$ cat src/rtl/cache_arbiter_pkg.sv
// Shared definitions for the cache arbiter: FSM states, operation encoding,
// the latched request record and the combine-pair helper.
package cache_arbiter_pkg;

   localparam int ADDR_W = 24;
   localparam int DATA_W = 8;
   localparam int CNT_W  = 10;

   // Same encoding the cache uses for its operation field.
   localparam logic OP_READ  = 1'b0;
   localparam logic OP_WRITE = 1'b1;

   typedef enum logic [2:0] {
      ARB_IDLE  = 3'd0,
      ARB_ISSUE = 3'd1,
      ARB_ARM   = 3'd2,
      ARB_WAIT  = 3'd3,
      ARB_DONE  = 3'd4
   } arb_state_e;

   typedef struct packed {
      logic              op;
      logic              bypass;
      logic              combine;
      logic [ADDR_W-1:0] addr;
      logic [ADDR_W-1:0] raw_addr;
      logic [DATA_W-1:0] wdata;
   } arb_req_t;

   // An even-half combine write opens a pair that must be closed by the same requester.
   function automatic logic starts_pair(input arb_req_t r);
      return (r.op == OP_WRITE) && r.combine && !r.raw_addr[0];
   endfunction

endpackage

$ cat src/rtl/cache_arbiter_rr_pick.sv
// Combinational requester selector: optional strict priority for requester 0,
// otherwise round-robin starting one past the last winner.
module cache_arbiter_rr_pick
   import cache_arbiter_pkg::*;
#(
   parameter int NREQ = 3
) (
   input  logic [NREQ-1:0] valid,
   input  logic [1:0]      pointer,
   input  logic            prio0,
   output logic [NREQ-1:0] onehot,
   output logic [1:0]      index,
   output logic            found
);

   logic [1:0] cand;

   always_comb begin
      onehot = '0;
      index  = '0;
      found  = 1'b0;
      cand   = '0;
      if (prio0 && valid[0]) begin
         onehot[0] = 1'b1;
         found     = 1'b1;
      end else begin
         for (int k = 1; k <= NREQ; k++) begin
            cand = 2'((int'(pointer) + k) % NREQ);
            if (!found && valid[cand]) begin
               onehot[cand] = 1'b1;
               index        = cand;
               found        = 1'b1;
            end
         end
      end
   end

endmodule

$ cat src/rtl/cache_arbiter.sv
// Arbitrates NREQ requesters onto the single-ported byte cache, holds the
// winner's operation stable until the cache finishes and returns a one-cycle ack.
module cache_arbiter
   import cache_arbiter_pkg::*;
#(
   parameter int NREQ    = 3,
   parameter int PRIO0   = 1,
   parameter int TIMEOUT = 1023
) (
   input  logic                   clock,
   input  logic                   reset,
   input  logic [NREQ-1:0]        req_valid,
   input  logic [NREQ-1:0]        req_read,
   input  logic [NREQ-1:0]        req_bypass,
   input  logic [NREQ-1:0]        req_combine,
   input  logic [ADDR_W*NREQ-1:0] req_addr,
   input  logic [ADDR_W*NREQ-1:0] req_raw_addr,
   input  logic [DATA_W*NREQ-1:0] req_wdata,
   output logic [NREQ-1:0]        req_ack,
   output logic [DATA_W-1:0]      req_rdata,
   output logic                   req_err,
   output logic [1:0]             grant_id,
   output logic                   c_enable,
   output logic                   c_read,
   output logic                   c_read_en,
   output logic                   c_write_en,
   output logic                   c_bypass,
   output logic                   c_combine,
   output logic [ADDR_W-1:0]      c_address,
   output logic [ADDR_W-1:0]      c_raw_address,
   output logic [DATA_W-1:0]      c_data_in,
   input  logic                   c_busy,
   input  logic [DATA_W-1:0]      c_data_out
);

   localparam logic [CNT_W-1:0] WAIT_LAST = CNT_W'(TIMEOUT - 1);

   arb_state_e       state;
   logic [1:0]       rr_ptr;
   logic [1:0]       lock_id;
   logic             lock_vld;
   logic [CNT_W-1:0] wait_cnt;
   logic             err_q;

   logic [NREQ-1:0]  lock_mask;
   logic [NREQ-1:0]  grant_mask;
   logic [NREQ-1:0]  eligible;
   logic [NREQ-1:0]  pick_oh;
   logic [1:0]       pick_idx;
   logic             pick_found;
   arb_req_t         win;

   always_comb begin
      lock_mask  = '0;
      grant_mask = '0;
      for (int i = 0; i < NREQ; i++) begin
         lock_mask[i]  = (lock_id == 2'(i));
         grant_mask[i] = (grant_id == 2'(i));
      end
   end

   // While a combine pair is open only its owner may be granted.
   assign eligible = lock_vld ? (req_valid & lock_mask) : req_valid;

   cache_arbiter_rr_pick #(
      .NREQ (NREQ)
   ) u_pick (
      .valid   (eligible),
      .pointer (rr_ptr),
      .prio0   ((PRIO0 != 0) && !lock_vld),
      .onehot  (pick_oh),
      .index   (pick_idx),
      .found   (pick_found)
   );

   always_comb begin
      win = '0;
      for (int i = 0; i < NREQ; i++) begin
         if (pick_oh[i]) begin
            win.op       = req_read[i] ? OP_READ : OP_WRITE;
            win.bypass   = req_bypass[i];
            win.combine  = req_combine[i];
            win.addr     = req_addr[ADDR_W*i +: ADDR_W];
            win.raw_addr = req_raw_addr[ADDR_W*i +: ADDR_W];
            win.wdata    = req_wdata[DATA_W*i +: DATA_W];
         end
      end
   end

   always_ff @(posedge clock) begin
      if (reset) begin
         state         <= ARB_IDLE;
         rr_ptr        <= '0;
         lock_vld      <= 1'b0;
         lock_id       <= '0;
         wait_cnt      <= '0;
         err_q         <= 1'b0;
         req_ack       <= '0;
         req_rdata     <= '0;
         req_err       <= 1'b0;
         grant_id      <= '0;
         c_enable      <= 1'b0;
         c_read        <= 1'b0;
         c_read_en     <= 1'b0;
         c_write_en    <= 1'b0;
         c_bypass      <= 1'b0;
         c_combine     <= 1'b0;
         c_address     <= '0;
         c_raw_address <= '0;
         c_data_in     <= '0;
      end else begin
         c_enable <= 1'b0;
         req_ack  <= '0;
         req_err  <= 1'b0;
         case (state)
            // c_busy is meaningless here: the cache keeps a stale busy flag across reset.
            ARB_IDLE: begin
               if (pick_found) begin
                  grant_id      <= pick_idx;
                  c_enable      <= 1'b1;
                  c_read        <= (win.op == OP_READ);
                  c_read_en     <= (win.op == OP_READ);
                  c_write_en    <= (win.op == OP_WRITE);
                  c_bypass      <= win.bypass;
                  c_combine     <= win.combine;
                  c_address     <= win.addr;
                  c_raw_address <= win.raw_addr;
                  c_data_in     <= win.wdata;
                  err_q         <= 1'b0;
                  lock_vld      <= starts_pair(win);
                  lock_id       <= pick_idx;
                  state         <= ARB_ISSUE;
               end
            end
            ARB_ISSUE: state <= ARB_ARM;
            ARB_ARM: begin
               if (c_busy) begin
                  state <= ARB_WAIT;
               end else begin
                  req_ack <= grant_mask;
                  state   <= ARB_DONE;
               end
            end
            ARB_WAIT: begin
               if (!c_busy) begin
                  req_rdata <= c_data_out;
                  req_ack   <= grant_mask;
                  state     <= ARB_DONE;
               end else if (wait_cnt == WAIT_LAST) begin
                  err_q    <= 1'b1;
                  req_err  <= 1'b1;
                  req_ack  <= grant_mask;
                  lock_vld <= 1'b0;
                  state    <= ARB_DONE;
               end else begin
                  wait_cnt <= wait_cnt + 1'b1;
               end
            end
            ARB_DONE: begin
               rr_ptr   <= grant_id;
               wait_cnt <= '0;
               state    <= ARB_IDLE;
            end
            default: state <= ARB_IDLE;
         endcase
      end
   end

endmodule
$ cat config.mk
export PLATFORM = sky130hd
export DESIGN_NAME = cache_arbiter
export DESIGN_NICKNAME = d
export VERILOG_FILES = /design/src/rtl/cache_arbiter_pkg.sv /design/src/rtl/cache_arbiter_rr_pick.sv /design/src/rtl/cache_arbiter.sv
export SDC_FILE = /design/constraint.sdc
export NUM_CORES = 1
export LEC_CHECK = 0
export ABC_AREA = 1
export BUFFER_PORTS_ARGS = -buffer_cell sky130_fd_sc_hd__buf_2
export CAP_MARGIN = 10
export CORE_AREA = 2 2 104 106
export CTS_CLUSTER_DIAMETER = 120
export DETAILED_ROUTE_END_ITERATION = 7
export DIE_AREA = 0 0 106 108
export GPL_ROUTABILITY_DRIVEN = 0
export PLACE_DENSITY = 0.85
export SYNTH_ARGS = -nofsm -noshare
export SYNTH_HDL_FRONTEND = slang
export SYNTH_SLANG_ARGS = --single-unit
$ cat constraint.sdc
create_clock -name clock -period 6.1 [get_ports clock]
set_input_delay 0.915 -clock clock [delete_from_list [all_inputs] [get_ports clock]]
set_output_delay 0.915 -clock clock [all_outputs]
set_load 0.1 [all_outputs]
==> metrics.txt <==
Finished Layout Cells=1,088; FF-to-FF setup slack=2.86 ns; skew final=0.00824 ns; CTS Sinks=91; commonest cells in the netlist=nand2_1 (222), dfxtp_1 (91), o21ai_0 (76); cts repair resizes=0; M1 WL=6590 um; max-slew violation count=0; Sum Neg Setup Slack=0 ns; top sig layer=met4; most common cell in the netlist=nand2_1; Cell Area, Placed=6190 um2; clock slew seen by the registers of the worst setup and hold paths=0.09 ns; Root Buffer=clkbuf_8; final setup vio count=0; CP delay by family, top=buffers and inverters; Hold Vio Cnt, Final=0; RSZ-0062 raised after global routing=no; Worst path depth=13; Leak Pwr=3.19 nW; Clock Path Buffers=2; drt first-iter violations=416; syn_nets=913; R2R depth=13; Least-Margin Pin Slew=1.11 ns; CTS buffer count=9; first-pass GRT wire length=25,200 um; Die Span Y=108 um; grt ovf=0; setup slack after layout=2.86 ns; fin nets=1,141; crit path launch=rr_ptr[0]; Die W=106 um; worst r2r src=rr_ptr[0]; top_reg_cell synth=dfxtp_1; area grow syn2layout=30.3%; CP most frequent cell=inv_1; shortest period the worst path allows=3.24 ns; power per cell area=420 nW/um2; hold path start=c_write_en; Vias/cell=5.40; worst path bufs/invs=4; Util after Layout=0.628; CTS tree=done; routed vias=5,872; Synth Register Bits=91; Max Cap Viol=0; Routed Antenna Nets=0; DR WL met2=7830 um; met3 WL=1320 um; cts hold-fix bufs=0; Design Area, Final=6420 um2; Synth warnings=0; Syn Std Cell Area=4930 um2; Setup Buffers After CTS=0; CP max stage delay=0.72 ns; pre-CTS WS=2.68 ns; f_max=0.309 GHz; Cell Rows=37; DRC=0; slowest cell on the critical path=buf_4; Syn Inst Count=716; EDFF count, synth=0; CP required=6.40 ns; DR pass1 iterations=5; average wire per standard cell=15.0 um; initial antenna violation count=3; Startpoint Class=flop; VDD IR max=0.287 mV; Synth area leaders=dfxtp_1 (37%), nand2_1 (17%), o211ai_1 (8.8%), o21ai_0 (7.7%), a31oi_1 (7.2%); Cell variety after synth=34; vias in the first global route=5,282; critical path class=reg -> reg; Clock Latency Late Sink=0.36 ns; H-tree levels=3; fin crit share=0.531; asr flop ratio synth=0; crit-path max FO=88; Mean Syn Cell Area=6.88 um2; CP endpoint=lock_id[1]; GRT Total Usage=0.275; worst path cell trace=inv_1 -> ha_1 -> inv_1 -> nand3_1 -> nand3_1 -> nand2_2 -> nor3_2 -> nor2_4 -> buf_4 -> nand2_1 -> inv_1 -> o211ai_1 -> a21oi_1; sequential area share after synthesis=0.370; initial cell density of the core=0.482; share of cells above drive strength 1=0.322; Worst Hold Slack=0.489 ns; Setup crit end kind=flop; Core ar.=10,200 um2; status=complete, no violations; Placed Instances=1,069; arrival time worst endpoint=3.53 ns; Critical R2R Capture=lock_id[1]; Pwr Total=2.69 mW; final WL=16,300 um; Min-Delay Path Class=reg -> reg; Yosys top cell area share=0.370; DIE AREA=11,400 um2; # IOs=267; largest net degree at the start of global routing=116; Slew Limit Headroom=0.259; Port Buffer Count=266; Yosys top cell by area=dfxtp_1; Detailed Place HPWL=11,800 um
==> cells in the final DEF (no fill, tap or decap), types with 11 or more instances in the layout <==
| cell type | Yosys | final |
|---|---|---|
| a21oi_1 | 12 | 12 |
| a31oi_1 | 57 | 57 |
| buf_2 | 15 | 266 |
| clkbuf_8 | 0 | 11 |
| dfxtp_1 | 91 | 91 |
| inv_1 | 36 | 35 |
| nand2_1 | 222 | 222 |
| nand3_1 | 25 | 25 |
| nor2_1 | 36 | 36 |
| o211ai_1 | 58 | 58 |
| o21ai_0 | 76 | 76 |
==> layer usage <==
metal	global-route usage	up-vias
met5	0	-
met4	0.127	0
met3	0.0591	38
met2	0.458	273
met1	0.344	2634
li1	-	2927
==> cell type report <==
class,count,area [um2]
fillers,964,3810
multi-input cells,530,2680
flip-flops and latches,91,1820
repair buffers,270,1360
well taps,136,170
inverters,42,158
clock buffers,11,151
clock inverters,5,75.1
diodes,3,7.51
==> flip-flops by register name (all words and copies together), names as in the netlist <==
register / cells
c_data_in: 8
req_err: 1
req_ack: 3
req_rdata: 8
lock_vld: 1
lock_id: 2
rr_ptr: 2
c_enable: 1
c_raw_address: 24
c_combine: 1
c_read_en: 1
wait_cnt: 10
c_write_en: 1
c_address: 24
state: 3
c_bypass: 1
==> worst reg2reg max path: cells and delay by family, from the launching register on <==
kind                     cells  cell delay, ns
flip-flops                   1            0.39
AO/OA/AOI/OAI                2            0.20
buffers and inverters        4            1.07
adder cells (fa/ha/maj)      1            0.45
AND/OR/NAND/NOR              6            1.06
==> worst min path at each step <==
stage | end | slack [ns] | cells after the start
5_1_grt | c_write_en | 0.51 | 2
2_1_floorplan | wait_cnt[0] | 0.46 | 2
3_3_place_gp | c_write_en | 0.47 | 2
3_5_place_dp | wait_cnt[8] | 0.48 | 2
4_1_cts | c_write_en | 0.50 | 2
6_report | c_write_en | 0.49 | 2
==> power by group <==
part	switching, mW	internal, mW	total [mW]
clock	0.216	0.251	0.468
combinational	1.19	0.276	1.47
sequential	0.0563	0.705	0.761
total	1.46	1.23	2.69
==> logic make-up after synthesis <==
group,share of synthesized area
DFF,0.370
adders and majority gates,0.0152
AOI/OAI and AO/OA,0.263
buffers and inverters,0.0883
xor gates and xnor gates,0.00178
and+or+nand+nor,0.262
No activity file was read; power rests on OpenSTA's default activity.
